==> config.mk <==
export PLATFORM = sky130hd
export DESIGN_NAME = axi_rd_arbiter_flat
export DESIGN_NICKNAME = d
export VERILOG_FILES = /design/src/rtl/axi_rd_arbiter_if.sv /design/src/rtl/axi_rd_arbiter.sv /design/src/flat_wrapper.sv
export SDC_FILE = /design/constraint.sdc
export NUM_CORES = 1
export LEC_CHECK = 0
export ABC_AREA = 1
export CAP_MARGIN = 5
export CORE_UTILIZATION = 25
export CTS_CLUSTER_SIZE = 14
export DETAILED_ROUTE_END_ITERATION = 6
export RECOVER_POWER = 25
export SYNTH_ARGS = -nofsm -noshare
export SYNTH_HDL_FRONTEND = slang
export SYNTH_SLANG_ARGS = --single-unit
==> constraint.sdc <==
create_clock -name clk -period 1.4 [get_ports clk]
set_input_delay 0.28 -clock clk [delete_from_list [all_inputs] [get_ports clk]]
set_output_delay 0.28 -clock clk [all_outputs]
set_load 0.01 [all_outputs]
==> src/rtl/axi_rd_arbiter_if.sv <==
// rtl/axi_rd_arbiter_if.sv - AXI read-address / read-data channel bundle
interface axi_rd_arbiter_if;
   logic [3:0]  arid;
   logic [31:0] araddr;
   logic [7:0]  arlen;
   logic [2:0]  arsize;
   logic [1:0]  arburst;
   logic [1:0]  arlock;
   logic [3:0]  arcache;
   logic [2:0]  arprot;
   logic        arvalid;
   logic        arready;
   logic [3:0]  rid;
   logic [31:0] rdata;
   logic [1:0]  rresp;
   logic        rlast;
   logic        rvalid;
   logic        rready;

   modport master (
      output arid, araddr, arlen, arsize, arburst, arlock, arcache, arprot, arvalid, rready,
      input  arready, rid, rdata, rresp, rlast, rvalid
   );

   modport slave (
      input  arid, araddr, arlen, arsize, arburst, arlock, arcache, arprot, arvalid, rready,
      output arready, rid, rdata, rresp, rlast, rvalid
   );
endinterface

==> src/rtl/axi_rd_arbiter.sv <==
// rtl/axi_rd_arbiter.sv - shares one AXI read channel between inst and data SRAM ports
module axi_rd_arbiter #(
   parameter logic [3:0] INST_ID = 4'd0,
   parameter logic [3:0] DATA_ID = 4'd1
) (
   input  logic        clk,
   input  logic        reset,
   input  logic        inst_req,
   input  logic [1:0]  inst_size,
   input  logic [31:0] inst_addr,
   output logic        inst_addr_ok,
   output logic        inst_data_ok,
   output logic [31:0] inst_rdata,
   input  logic        data_req,
   input  logic [1:0]  data_size,
   input  logic [31:0] data_addr,
   output logic        data_addr_ok,
   output logic        data_data_ok,
   output logic [31:0] data_rdata,
   input  logic        wr_busy,
   axi_rd_arbiter_if.master axi,
   output logic        err_unexpected_r
);

   typedef enum logic {IDLE, AR_WAIT} state_t;

   state_t      state, state_n;
   logic        inst_os, data_os, inst_os_n, data_os_n;
   logic        inst_elig, data_elig;
   logic        r_hs, r_inst, r_data;
   logic        rready_q;
   logic [3:0]  arid_q;
   logic [31:0] araddr_q;
   logic [2:0]  arsize_q;
   logic [1:0]  rresp_unused;

   // Data reads wait for the write path to drain so they observe prior stores.
   assign data_elig = data_req & ~data_os & ~wr_busy;
   assign inst_elig = inst_req & ~inst_os;

   assign r_hs   = axi.rvalid & axi.rready;
   assign r_inst = r_hs & (axi.rid == INST_ID) & inst_os;
   assign r_data = r_hs & (axi.rid == DATA_ID) & data_os;

   assign inst_os_n = (inst_os & ~(r_inst & axi.rlast)) | inst_addr_ok;
   assign data_os_n = (data_os & ~(r_data & axi.rlast)) | data_addr_ok;

   always_comb begin
      state_n      = state;
      inst_addr_ok = 1'b0;
      data_addr_ok = 1'b0;
      case (state)
         IDLE: begin
            if (!reset) begin
               if (data_elig) begin
                  data_addr_ok = 1'b1;
                  state_n      = AR_WAIT;
               end else if (inst_elig) begin
                  inst_addr_ok = 1'b1;
                  state_n      = AR_WAIT;
               end
            end
         end
         AR_WAIT: begin
            if (axi.arready) state_n = IDLE;
         end
         default: state_n = IDLE;
      endcase
   end

   always_ff @(posedge clk) begin
      if (reset) begin
         state            <= IDLE;
         inst_os          <= 1'b0;
         data_os          <= 1'b0;
         rready_q         <= 1'b0;
         arid_q           <= INST_ID;
         araddr_q         <= 32'd0;
         arsize_q         <= 3'd0;
         inst_data_ok     <= 1'b0;
         data_data_ok     <= 1'b0;
         inst_rdata       <= 32'd0;
         data_rdata       <= 32'd0;
         err_unexpected_r <= 1'b0;
      end else begin
         state    <= state_n;
         inst_os  <= inst_os_n;
         data_os  <= data_os_n;
         rready_q <= inst_os_n | data_os_n;
         if (data_addr_ok) begin
            arid_q   <= DATA_ID;
            araddr_q <= data_addr;
            arsize_q <= {1'b0, data_size};
         end else if (inst_addr_ok) begin
            arid_q   <= INST_ID;
            araddr_q <= inst_addr;
            arsize_q <= {1'b0, inst_size};
         end
         inst_data_ok <= r_inst;
         data_data_ok <= r_data;
         if (r_inst) inst_rdata <= axi.rdata;
         if (r_data) data_rdata <= axi.rdata;
         // A beat nobody is waiting for is still consumed so the slave never stalls.
         if (r_hs & ~r_inst & ~r_data) err_unexpected_r <= 1'b1;
      end
   end

   assign axi.arvalid = (state == AR_WAIT);
   assign axi.arid    = arid_q;
   assign axi.araddr  = araddr_q;
   assign axi.arsize  = arsize_q;
   assign axi.arlen   = 8'd0;
   assign axi.arburst = 2'b01;
   assign axi.arlock  = 2'b00;
   assign axi.arcache = 4'd0;
   assign axi.arprot  = 3'd0;
   assign axi.rready  = rready_q;
   assign rresp_unused = axi.rresp;

endmodule

==> src/flat_wrapper.sv <==
// flat-port wrapper written by rule: the top's interface ports become plain ports
module axi_rd_arbiter_flat 
#(
   parameter logic [3:0] INST_ID = 4'd0,
   parameter logic [3:0] DATA_ID = 4'd1
)
  (clk, reset, inst_req, inst_size, inst_addr, inst_addr_ok, inst_data_ok, inst_rdata, data_req, data_size, data_addr, data_addr_ok, data_data_ok, data_rdata, wr_busy, err_unexpected_r, axi_arid, axi_araddr, axi_arlen, axi_arsize, axi_arburst, axi_arlock, axi_arcache, axi_arprot, axi_arvalid, axi_rready, axi_arready, axi_rid, axi_rdata, axi_rresp, axi_rlast, axi_rvalid);
  axi_rd_arbiter_if axi_i ();
  input  logic clk;
  input  logic reset;
  input  logic inst_req;
  input  logic [1:0] inst_size;
  input  logic [31:0] inst_addr;
  output logic inst_addr_ok;
  output logic inst_data_ok;
  output logic [31:0] inst_rdata;
  input  logic data_req;
  input  logic [1:0] data_size;
  input  logic [31:0] data_addr;
  output logic data_addr_ok;
  output logic data_data_ok;
  output logic [31:0] data_rdata;
  input  logic wr_busy;
  output logic err_unexpected_r;
  output wire logic [$bits(axi_i.arid)-1:0] axi_arid;
  output wire logic [$bits(axi_i.araddr)-1:0] axi_araddr;
  output wire logic [$bits(axi_i.arlen)-1:0] axi_arlen;
  output wire logic [$bits(axi_i.arsize)-1:0] axi_arsize;
  output wire logic [$bits(axi_i.arburst)-1:0] axi_arburst;
  output wire logic [$bits(axi_i.arlock)-1:0] axi_arlock;
  output wire logic [$bits(axi_i.arcache)-1:0] axi_arcache;
  output wire logic [$bits(axi_i.arprot)-1:0] axi_arprot;
  output wire logic [$bits(axi_i.arvalid)-1:0] axi_arvalid;
  output wire logic [$bits(axi_i.rready)-1:0] axi_rready;
  input wire logic [$bits(axi_i.arready)-1:0] axi_arready;
  input wire logic [$bits(axi_i.rid)-1:0] axi_rid;
  input wire logic [$bits(axi_i.rdata)-1:0] axi_rdata;
  input wire logic [$bits(axi_i.rresp)-1:0] axi_rresp;
  input wire logic [$bits(axi_i.rlast)-1:0] axi_rlast;
  input wire logic [$bits(axi_i.rvalid)-1:0] axi_rvalid;
  assign axi_arid = axi_i.arid;
  assign axi_araddr = axi_i.araddr;
  assign axi_arlen = axi_i.arlen;
  assign axi_arsize = axi_i.arsize;
  assign axi_arburst = axi_i.arburst;
  assign axi_arlock = axi_i.arlock;
  assign axi_arcache = axi_i.arcache;
  assign axi_arprot = axi_i.arprot;
  assign axi_arvalid = axi_i.arvalid;
  assign axi_rready = axi_i.rready;
  assign axi_i.arready = axi_arready;
  assign axi_i.rid = axi_rid;
  assign axi_i.rdata = axi_rdata;
  assign axi_i.rresp = axi_rresp;
  assign axi_i.rlast = axi_rlast;
  assign axi_i.rvalid = axi_rvalid;
  axi_rd_arbiter #(.INST_ID(INST_ID), .DATA_ID(DATA_ID)) u_core (.clk(clk), .reset(reset), .inst_req(inst_req), .inst_size(inst_size), .inst_addr(inst_addr), .inst_addr_ok(inst_addr_ok), .inst_data_ok(inst_data_ok), .inst_rdata(inst_rdata), .data_req(data_req), .data_size(data_size), .data_addr(data_addr), .data_addr_ok(data_addr_ok), .data_data_ok(data_data_ok), .data_rdata(data_rdata), .wr_busy(wr_busy), .axi(axi_i), .err_unexpected_r(err_unexpected_r));
endmodule
## Word-level counts from Yosys, hierarchy flattened

Cells that the tools add are included.

| word-level totals | value |
|---|---|
| word-level logic and storage cells | 56 |
| bits of input ports | 114 |
| register bits | 106 |
| output and inout port bits | 129 |

| operators by class | value |
|---|---|
| multiplexer cells | 16 |
| reduce and logical (&&, ||, !) cells | 2 |
| bitwise operators | 25 |
| eq/ne operators | 1 |

Operators by type and width:

| operator | number |
|---|---|
| 2-to-1 mux 32 bit | 2 |
| AND 1 bit | 14 |
| 2-to-1 mux 1 bit | 11 |
| NOT 1 bit | 8 |
| == test 4 x 1 -> 1 bit (second input constant) | 1 |
| logical NOT 4 bit | 1 |
| 2-to-1 mux 2 bit | 2 |
| bitwise OR 1 bit | 3 |
| case mux 1 bit (2 select lines) | 1 |
| nonzero test 2 bit | 1 |

## Logic depth before layout (Yosys ltp)

Gate-level depths: netlist (run 1).

| logic depth | value |
|---|---|
| depth in word-level cells | 8 |
| gate-level depth with buffers | 8 |

## Worst setup path after synthesis (run 1)

OpenSTA, ideal clock, no wires.

| timing path | value |
|---|---|
| path type | reg2reg |
| start | register u_core.rready_q (netlist: u_core.axi.rready) |
| end | register u_core.data_rdata[22] |
| slack | 0.171 ns |
| required time | 1.284 ns |
| period minus slack after synthesis | 1.229 ns |
| buffers on the path | 1 |
| arrival time | 1.113 ns |
| stages on the path, launching flop included | 7 |
| cell sequence | dfxtp_1 nand2_1 nor2_2 nand2_1 clkbuf_1 o21ai_0 nor2_1 |

| on the way | value |
|---|---|
| word-level cells in the longest chain between the ends | 3 |

Ends and longest elaborated chain:

| item | RTL line | text |
|---|---|---|
| start, declared | axi_rd_arbiter.sv:31 | `logic rready_q;` |
| start signal, assigned | axi_rd_arbiter.sv:89 | `rready_q <= inst_os_n \| data_os_n;` |
| AND 1 bit | axi_rd_arbiter.sv:41 | `assign r_hs = axi.rvalid & axi.rready;` |
| AND 1 bit (2 in series) | axi_rd_arbiter.sv:43 | `assign r_data = r_hs & (axi.rid == DATA_ID) & data_os;` |
| end signal, assigned | axi_rd_arbiter.sv:102 | `if (r_data) data_rdata <= axi.rdata;` |
| end, declared | axi_rd_arbiter.sv:19 | `output logic [31:0] data_rdata,` |

No other way between the ends.
A chain may end at the register's enable or synchronous reset.

## Final worst setup path (run 1)

| timing path | value |
|---|---|
| start | input port inst_req |
| end | output port inst_addr_ok |

| on the way | value |
|---|---|
| word-level cells in the longest chain between the ends | 5 |

Ends and longest elaborated chain:

| item | RTL line | text |
|---|---|---|
| start, declared | flat_wrapper.sv:11 | `input logic inst_req;` |
| AND 1 bit | axi_rd_arbiter.sv:39 | `assign inst_elig = inst_req & ~inst_os;` |
| 2-to-1 mux 1 bit | axi_rd_arbiter.sv:58 | `end else if (inst_elig) begin` |
| 2-to-1 mux 1 bit | axi_rd_arbiter.sv:55 | `if (data_elig) begin` |
| 2-to-1 mux 1 bit | axi_rd_arbiter.sv:54 | `if (!reset) begin` |
| 2-to-1 mux 1 bit | axi_rd_arbiter.sv:52 | `case (state)` |
| end, declared | flat_wrapper.sv:14 | `output logic inst_addr_ok;` |

No other way between the ends.

==> summary by stage, run 1 <==
Status
The flow ran to the end, but the final reports show violations. The checks that failed: setup timing.

Setup path
The worst register-to-register path begins at u_core.data_os. The largest fanout on the critical path is 2. Data on the critical path is required at its endpoint by approximately 1.1 ns. The setup slack on the worst flop-to-flop path is 0.04 ns. The number of cells on the worst reg-to-reg path is 9. STA puts the critical path data arrival time at roughly 1.2 ns. STA classifies the critical path startpoint as an input pin. The nature of the critical path endpoint is a primary output. The worst setup path is of the in2out kind.

The end of the worst register-to-register path is u_core.axi.araddr[29].

Routing
After detailed routing, the average wire length per cell comes to roughly 14 um. After detailed routing, the number of vias per cell comes to around 4.3. The count of nets left with antenna violations after detail routing is 0.

For this run, design rule violations remaining after detail routing come to 0. The first detailed-routing pass ran for 4 iterations. The violation count after the first detailed-route iteration is ~170. After detailed routing, the total wire length is about 15000 um. Across all layers, the routed design uses 4576 vias.

STA
The summed negative setup slack over all endpoints is -0.127 ns. Dividing the final minimum period by the clock period gives 1.06. The worst path in the final design needs a cycle of 1.48 ns, including I/O delays and setup. Setup repair after global routing could not meet its margin everywhere.

Setup violations remaining at the end of the flow were counted as 2. The number of max-slew violations in the final report was 0. The final setup slack of the worst path is -0.0785 ns. The number of hold violations in the final report came to 0. Across the routed clock network, the largest skew measured is about 0.009 ns. The achievable frequency is approximately 680 MHz.

GRT
In the global route stage, met1 resource usage came out at 0.196. For met3 alone, demand over resource in global routing was 0.0398. The number of global-route vias before repair was 3889. The global-route congestion overflow total is 0. The pin count of the biggest net entering global routing is 63. The routing usage on met2 is 0.248. Across every metal layer, demand over resource in global routing totals 0.156. In this run the most used layer during global routing was met2.

The first global-routing pass estimated around 22000 um of wire. The initial antenna violation count is 1.

Hold path
Along the worst hold path, the cell count comes to 2. The min-delay analysis places its worst path in the category reg2reg. The hold path startpoint is u_core.err_unexpected_r. The end of the worst hold path is u_core.err_unexpected_r.

Layout
The number of nets in the layout is between 900 and 1000. The finished layout cell area is between 0.007 and 0.008 mm2. Compared with the post-synthesis result, the final layout area differs by 67.3%. The proportion of layout cells with a drive suffix above 1 is 0.0937.

Placed design
The port buffer count is ~220. Routability-driven placement finished with a final weighted congestion of around 0.74. The estimated wirelength of the detail-placed design is roughly 9900 um.

The placed instances occupy a cell area of ~0.0069 mm2. The post-placement worst setup slack is -0.584 ns.

Clock network
The number of buffers inserted by hold repair at cts is 0. The clock-pin transition on the worst setup and hold timing paths is about 0.070 ns. The number of buffers inserted during clock tree synthesis is 9. The maximum count of clock buffers along a single path is 2. The sink count of the clock tree is 106. The clock tree from TritonCTS is yes.

The clock latency on the worst-skew pair is ~0.35 ns. The CTS H-tree depth is 3. The tree is rooted in a clkbuf_16.

Job
The count of maximum capacitance violations is 0.

Logic synthesis
The share of synthesized registers carrying an async set or reset is 0. Synthesis inferred 106 register bits. The most used flip-flop cell after synthesis is dfxtp_1.

After synthesis, the cell types taking the most area are dfxtp_1, nand3_1, nor2_1. dfxtp_1 takes more of the synthesized area than any other cell. Of the synthesized area, sequential elements account for 0.481.

Yosys printed 0 warnings. After synthesis the cells add up to between 0.004 and 0.005 mm2. The synthesized netlist cell count is about 610. Among all cell types in the netlist, the one instantiated most often is nor2_1.

The synthesized design contains 0 enable-type register cells. The share of synthesized area in the top cell type comes to 0.481. By count the netlist is led by nor2_1, dfxtp_1, nand3_1. A synthesized cell averages 7.20 um2. The number of distinct library cell variants in the gate-level netlist after synthesis is 21.

Die
Measured along the y axis, the die boundary spans 135 um. The die area is about 0.018 mm2. The number of placement rows is 48. After floorplanning, the core was sized to cover roughly 0.017 mm2.

The effective utilization at floorplan is 0.255. The die outline width is 135 um. The count of pins on the block boundary is approximately 240.

Pwr
The peak supply drop is 554 uV. The analysis attributes to cell leakage a power of between 3 and 4 nW. For this design the ratio of total power to cell area is a little over 900 mW/mm2.
[cell families after synthesis]
family / Yosys count / synth area share
AOI/OAI and AO/OA: 68 / 0.0780
buffers and inverters: 110 / 0.122
DFF: 106 / 0.481
other: 2 / 0.00170
and+or+nand+nor: 327 / 0.318
[where the power goes]
group,internal (mW),leakage [nW],switching [mW]
Combinational,0.620,2.65,0.529
Clock,1.41,0.146,1.18
Sequential,3.11,0.860,0.0474
Total,5.14,3.65,1.76
[how the worst max path moves through the flow]
stage | startpoint | end | slack (ns)
6_report | inst_req | inst_addr_ok | -0.08
2_1_floorplan | u_core.axi.rready | u_core.data_rdata[22] | 0.17
3_5_place_dp | reset | inst_addr_ok | -0.58
4_1_cts | u_core.data_os | inst_addr_ok | -0.08
5_1_grt | u_core.data_os | inst_addr_ok | -0.13
3_3_place_gp | reset | inst_addr_ok | -0.57
[critical path, cell delays in order]
cell	delay (ns)
clkdlybuf4s50_1	0.49
nand2_2	0.07
nor2_4	0.13
nand2_2	0.07
inv_2	0.05
buf_6	0.10
[flip-flops by register name (all words and copies together), names as in the netlist]
name and count:
u_core.axi.araddr 32, u_core.data_rdata 32, u_core.inst_rdata 32, u_core.axi.arsize 2, u_core.axi.arid 1, u_core.axi.arvalid 1
u_core.axi.rready 1, u_core.data_data_ok 1, u_core.data_os 1, u_core.err_unexpected_r 1, u_core.inst_data_ok 1, u_core.inst_os 1
[cells in the final DEF, fill, tap and decap left out, types with 2 or more instances in the layout]
cell             count
a21oi_1              2
buf_12              10
buf_4               13
buf_6                6
buf_8                3
clkbuf_1             2
clkbuf_16           15
clkdlybuf4s50_1    109
clkinv_4             2
conb_1              23
dfxtp_1            103
dfxtp_2              3
dlygate4sd2_1      106
inv_1               42
inv_2                4
inv_4                2
nand2_1             77
nand2_2              5
nand3_1             99
nand3_2              6
nor2_1             134
nor2_4               2
o21ai_0             59
o21ai_1              6
[final cells by class]
cell class                      count  area (um2)
Fill cell                        1816        9920
Timing Repair Buffer              255        2620
Sequential cell                   106        2130
Multi-Input combinational cell    418        1870
Tap cell                          225         282
Clock buffer                       11         233
Inverter                           48         185
Clock inverter                      5        63.8
Antenna cell                        1        2.50
[layer usage]
| layer | vias up | part of all wire |
|---|---|---|
| met1 | 2066 | 0.44 |
| met5 | - | 0 |
| met4 | 0 | 0.019 |
| met2 | 134 | 0.48 |
| li1 | 2359 | - |
| met3 | 17 | 0.064 |
[through the flow]
step	instances	power (mW)	hold WS (ns)	util
5_1_grt	1069	7.27	0.500	0.427
3_3_place_gp	1041	4.33	0.440	0.399
4_1_cts	1057	6.93	0.452	0.409
6_report	1069	6.90	0.447	0.427
3_5_place_dp	1041	4.33	0.443	0.399
2_1_floorplan	634	3.72	0.349	-
[what timing repair did]
item / in CTS / in global routing
cloned: 0 / 10
pin swaps: 1 / 5
setup buffers: 0 / 1
gates resized for setup: 122 / 35
endpoints found under the setup margin: 175 / 72
(Power assumes the default switching activity.)
==> run 2, diff against run 1 <==
- MAX_ROUTING_LAYER: not set -> met4
==> run 2 against run 1 <==
Compared with the run above: routed wire length shrank 1.0%; worst hold slack is essentially flat; clock-buffer cell count is the same; die area is the same; sequential cell count is the same; non-clock buffer count shrank 2; the run still ends with setup timing left; final area shrank 0.68%; setup slack gained 0.0061 ns; final cell count shrank 0.19%; largest power group unchanged; largest cell class unchanged; first-iteration DRC count grew 14%.
==> summary by stage, run 2 (same netlist as run 1, synthesis figures left out) <==
Status
The run finished, with violations left. The final reports fail on setup timing.

GRT
The pin count of the biggest net entering global routing is 63 (unchanged). The number of global-route vias before repair is 3898 (+0.23%). The first-pass GRT wire length is 21700 um (unchanged). The global-route congestion overflow total is 0 (unchanged). The initial antenna violation count is 1 (unchanged). The aggregate global-route resource usage came to 0.160 (+0.00439).

Placed design
The routability congestion estimate is 0.744 (+1.2%). The post-placement worst setup slack is -0.584 ns (unchanged). The number of placed cells counting well taps is 1041 (unchanged). The estimated wirelength of the detail-placed design is 9880 um (unchanged).

The post-detailed-placement cell area is 0.00689 mm2 (unchanged). The port buffer count is 217 (unchanged).

Hold path
The number of instances on the worst hold path was 2 (unchanged). The type of the worst min-delay path is reg2reg.

STA
The final setup slack of the worst path came to -0.0725 ns (+0.00608 ns). The achievable frequency is 679 MHz (+0.41%). The number of endpoints failing setup at the final stage is 2 (unchanged). The number of max-slew violations in the final report is 0 (unchanged).

The largest clock skew in the final design is 0.00815 ns (-0.000831 ns). The number of hold violations in the final report is 0 (unchanged). Setup repair after global routing could not meet its margin everywhere.

The final worst hold slack is 0.447 ns (-0.0000420 ns). The share of the clock period used by the worst path is 1.05 (-0.00434). The time the final worst path needs with I/O delays and setup came to 1.47 ns (-0.00608 ns).

Clock network
The clock tree from TritonCTS is yes. The number of buffers inserted during clock tree synthesis is 9 (unchanged). The clock latency on the worst-skew pair is 0.35 ns (about the same). The CTS H-tree depth is 3 (unchanged). The CTS root buffer is clkbuf_16. The maximum count of clock buffers along a single path is 2 (unchanged). The sink count of the clock tree came to 106 (unchanged). The clock-pin transition on the worst setup and hold timing paths is 0.07 ns (about the same).

Layout
The final standard cell count with taps included and fillers excluded is 1067 (-0.19%). The proportion of layout cells with a drive suffix above 1 is 0.0916 (-0.00216). In the layout the commonest cells are nor2_1, clkdlybuf4s50_1, dlygate4sd2_1. The post-synthesis to final-layout area growth is 66.1%. The finished layout cell area is 0.00733 mm2 (-0.68%).

The library cell used most frequently in the layout, excluding fill and tap cells, is nor2_1. The final-layout fill cell count is 1826 (+0.55%). The number of nets in the layout is 950 (-0.21%).

Setup path
STA classifies the critical path endpoint as a primary output. The largest fanout on the critical path is 2 (unchanged). STA classifies the critical path startpoint as an input pin. The signal arrival time at the worst endpoint was 1.19 ns (about the same). The classification of the worst setup path is in2out. The setup slack on the worst flop-to-flop path is 0.06 ns (+0.02 ns). The number of cells on the worst reg-to-reg path is 6 (-3). The critical path data required time came to 1.12 ns (about the same).

Pwr
The clock power share is 0.376 (about the same). The net switching power figure is 1.75 mW (-0.40%). The sequential share of power is 0.459 (about the same). The power density over cell area is 938 mW/mm2 (+0.41%). The internal cell power came to 5.13 mW (-0.23%). The combinational fraction of design power is 0.165 (-0.002).

The static leakage is 3.62 nW (-0.76%). The peak supply drop is 560 uV (+1.1%). The overall power is 6.88 mW (-0.27%). The proportion of total power due to net switching is 0.255 (-0.000327).

Routing
The violation count after the first detailed-route iteration was 195 (+14%). The via-per-instance ratio is 4.27 (-0.21%). The count of nets left with antenna violations after detail routing came to 0 (unchanged). The first-pass iteration count of the detailed router is 4 (unchanged).

The total DRC errors in the routed layout came to 0 (unchanged). The routed via count came to 4558 (-0.39%). The detailed-route wire length is 15200 um (-1.0%). The average wire per cell in the routed design was 14.3 um (-0.81%).

Die
The die outline width is 135 um (unchanged). The die height is 135 um (unchanged). The count of pins on the block boundary is 243 (unchanged). The core outline area is 0.0173 mm2 (unchanged). The effective utilization at floorplan is 0.255 (unchanged).

The number of placement rows was 48 (unchanged). The die area came to 0.0182 mm2 (unchanged).

Job
The count of maximum capacitance violations is 0 (unchanged).
run 2: cell types whose count changed in the layout (fill, tap and decap cells not counted):
cell | before | now
clkbuf_16 | 15 | 13
o21ai_0 | 59 | 57
o21ai_1 | 6 | 8
run 2: what timing repair did:
item                       CTS  global route
resized for setup          122            37
pin swaps                    1             4
hold buffers                 0             0
cloned                       0             8
setup buffers                0             1
setup endpoints to repair  175            72
run 2: power by group through the flow:
stage | logic (mW) | registers, mW | clock network, mW
final | 1.13 | 3.16 | 2.59
after global routing | 1.24 | 3.17 | 2.85
after CTS | 1.05 | 3.16 | 2.72
after detailed placement | 1.10 | 3.23 | 0
after global placement | 1.10 | 3.23 | 0
after floorplan | 0.455 | 3.27 | 0
run 2: critical path, stage by stage:
cell and delay [ns]:
clkdlybuf4s50_1 0.49, nand2_2 0.07, nor2_4 0.13, nand2_2 0.07
inv_2 0.05, buf_6 0.09
run 2: area by class of cell:
cell class / count / area [um2] / area share
well taps: 225 / 282 / 0.0384
clock buffers: 11 / 233 / 0.0317
flip-flops and latches: 106 / 2130 / 0.290
clock inverters: 5 / 63.8 / 0.00870
diodes: 1 / 2.50 / 0.000341
repair buffers: 253 / 2560 / 0.350
inverters: 48 / 185 / 0.0253
multi-input cells: 418 / 1870 / 0.256
run 2: per-layer routing:
metal / global-route usage / vias to the layer above / share of wire
met4: 0.0724 / 0 / 0.020
met1: 0.198 / 2058 / 0.45
met2: 0.247 / 126 / 0.48
li1: - / 2355 / -
met3: 0.0364 / 19 / 0.053
met5: - / - / 0
run 2: worst paths after layout:
check                                             start                 endpoint
worst max-delay path                           inst_req             inst_addr_ok
worst min-delay path            u_core.err_unexpected_r  u_core.err_unexpected_r
worst max register to register        u_core.axi.rready     u_core.data_rdata[5]
worst min register to register  u_core.err_unexpected_r  u_core.err_unexpected_r
run 2: stage by stage:
stage | util | TNS [ns]
CTS | 0.409 | -0.109
floorplan | - | 0
finish | 0.424 | -0.126
detailed placement | 0.399 | -41.53
global placement | 0.399 | -38.90
global route | 0.424 | -4.80
==> run 3, diff against run 2 <==
- CORE_ASPECT_RATIO: not set -> 0.6
- CORE_MARGIN: not set -> 1
- SKIP_CTS_REPAIR_TIMING: not set -> 1
==> run 3 against run 2 <==
Compared with the run above: the flow still finishes with violations (setup timing); die area is essentially flat; critical path depth is the same; total power is 1.2% lower; via count about the same; register-to-register slack is essentially flat; routed wire length is 6.6% lower; worst hold slack got worse by 0.062 ns; setup slack better by 0.040 ns; global-route usage is 0.078 points lower; clock skew decreased by 0.0023 ns; clock-buffer cell count shrank 1; critical path type unchanged; largest cell class unchanged; highest routed layer unchanged.
==> summary by stage, run 3 (same netlist as run 1, synthesis figures left out) <==
Die
The core outline area is 0.0172 mm2 (-0.43%). The count of pins on the block boundary is 243 (unchanged). The die height is 105 um (-22%). The die area is 0.0182 mm2 (about the same).

The die outline width came to 174 um (+29%). The number of placement rows is 37 (-23%). The effective utilization at floorplan is 0.256 (+0.00111).

Placed design
The post-detailed-placement cell area is 0.00690 mm2 (+0.16%). The port buffer count is 217 (unchanged). The routability congestion estimate was 0.787 (+5.7%).

The estimated wirelength of the detail-placed design was 9860 um (-0.13%). The number of placed cells counting well taps is 1050 (+0.86%).

Setup path
The worst setup path is captured at a primary output. The library cell appearing most often on the critical path is nand2_1. The setup slack on the worst flop-to-flop path is 0.05 ns (about the same). The critical path data required time is 1.12 ns (about the same). The worst register-to-register path begins at u_core.axi.arvalid. Tracing the worst setup path back leads to its startpoint at wr_busy. The critical path's largest stage delay was 0.44 ns (-0.05 ns). The number of cells on the worst reg-to-reg path is 8 (+2).

Traced cell by cell, the critical path runs through clkdlybuf4s50_1, nor2_4, nand2_1, nand2_1, inv_1, clkbuf_2. The largest fanout on the critical path is 2 (unchanged). The classification of the worst setup path is in2out. The type of element launching the critical path is an input pin.

The signal arrival time at the worst endpoint is 1.15 ns (-0.04 ns). The cell type of the slowest stage on the worst timing path is clkdlybuf4s50_1.

STA
The number of max-slew violations in the final report is 0 (unchanged). The share of the clock period used by the worst path is 1.02 (-0.0286). The number of endpoints failing setup at the final stage is 2 (unchanged).

The final worst hold slack was 0.385 ns (-0.0622 ns). The number of hold violations in the final report came to 0 (unchanged). The largest clock skew in the final design is 0.00587 ns (-0.00228 ns). The achievable frequency came to 698 MHz (+2.8%).

The summed negative setup slack over all endpoints is -0.0325 ns (+0.0931 ns). Setup repair after global routing could not meet its margin everywhere. The time the final worst path needs with I/O delays and setup is 1.43 ns (-0.0400 ns).

The final setup slack of the worst path is -0.0324 ns (+0.0400 ns).

Job
The count of maximum capacitance violations is 0 (unchanged).

Clock network
TritonCTS built the clock tree. The sink count of the clock tree was 106 (unchanged). The clock latency on the worst-skew pair was 0.34 ns (about the same). The cell sitting at the root of the clock tree is a clkbuf_16. The number of buffers inserted during clock tree synthesis is 9 (unchanged). The CTS H-tree depth is 3 (unchanged). The maximum count of clock buffers along a single path was 2 (unchanged).

The clock-pin transition on the worst setup and hold timing paths is 0.07 ns (about the same).

GRT
The initial antenna violation count was 0 (-1). The number of global-route vias before repair is 4185 (+7.4%). The global-route congestion overflow total is 0 (unchanged).

In this run the most used layer during global routing was met2. The first-pass GRT wire length was 22300 um (+2.4%). The routing usage on met2 is 0.228 (-0.0194).

The met1 track demand over resource is 0.214 (+0.0163). The pin count of the biggest net entering global routing is 71 (+13%). The met3 capacity usage during global routing is 0.0560 (+0.0196). The aggregate global-route resource usage is 0.159 (-0.000782).

Layout
Leaving out fill and tap cells, the most frequent cell in the layout is nor2_1. The number of nets in the layout was 941 (-0.95%). The antenna cell count is 0 (-1). The library cells used most frequently in the layout, excluding fill and tap cells, are nor2_1, clkdlybuf4s50_1, nand3_1, dfxtp_1, nand2_1. The final design utilization is 0.430 (+0.00664). The proportion of layout cells with a drive suffix above 1 is 0.0757 (-0.0158). The finished layout cell area is 0.00741 mm2 (+1.1%). From synthesis to final layout, the design area changed by 68.0%. The final standard cell count with taps included and fillers excluded was 1066 (-0.094%).

The final-layout fill cell count was 1817 (-0.49%).

Routing
The first-pass iteration count of the detailed router is 5 (+1). The total DRC errors in the routed layout came to 0 (unchanged). The count of nets left with antenna violations after detail routing is 0 (unchanged). The violation count after the first detailed-route iteration is 265 (+36%). The detailed-route wire length came to 14200 um (-6.6%). The routed via count is 4554 (-0.088%). The via-per-instance ratio came to 4.27 (about the same). The average wire per cell in the routed design is 13.3 um (-6.5%).

Hold path
The startpoint identified for the worst hold timing path is reset. The number of instances on the worst hold path was 3 (+1). The path class of the tightest hold or removal check is in2reg.

Status
The checks that failed: setup timing. The run finished, with violations left.

Pwr
The static leakage is 4.51 nW (+25%). The peak supply drop was 531 uV (-5.2%). The power density over cell area is 917 mW/mm2 (-2.3%).
==> run 3: path summary, 6_finish.rpt <==
| path | to |
|---|---|
| worst min register to register | u_core.err_unexpected_r |
| worst max-delay path | inst_addr_ok |
| worst max register to register | u_core.axi.araddr[19] |
| worst min-delay path | u_core.data_data_ok |
==> run 3: power breakdown <==
part	internal (mW)	switching (mW)
registers	3.11	0.0528
clock network	1.30	1.25
logic	0.590	0.487
total	5.00	1.79
==> run 3: stage by stage <==
stage	power (mW)	worst slack (ns)
2_1_floorplan	3.72	0.171
3_3_place_gp	4.33	-0.555
3_5_place_dp	4.33	-0.561
4_1_cts	6.96	-0.563
5_1_grt	7.17	-0.121
6_report	6.80	-0.0324
==> run 3: metal layers <==
metal  vias up  routed length [um]
met2       161                6040
li1       2333                   -
met5         -                   0
met1      2052                6960
met3         8                1150
met4         0                  73
==> run 3: final cells by class <==
cell class / instances / area (um2) / area share
clock buffers: 10 / 239 / 0.0322
clock inverters: 6 / 57.6 / 0.00776
inverters: 48 / 185 / 0.0250
multi-input cells: 418 / 1850 / 0.250
flip-flops and latches: 106 / 2130 / 0.287
well taps: 234 / 293 / 0.0395
repair buffers: 244 / 2660 / 0.359
==> run 3: critical path, delay by kind of cell <==
kind / cells / cell delay [ns]
and+or+nand+nor: 3 / 0.27
buffers and inverters: 3 / 0.60
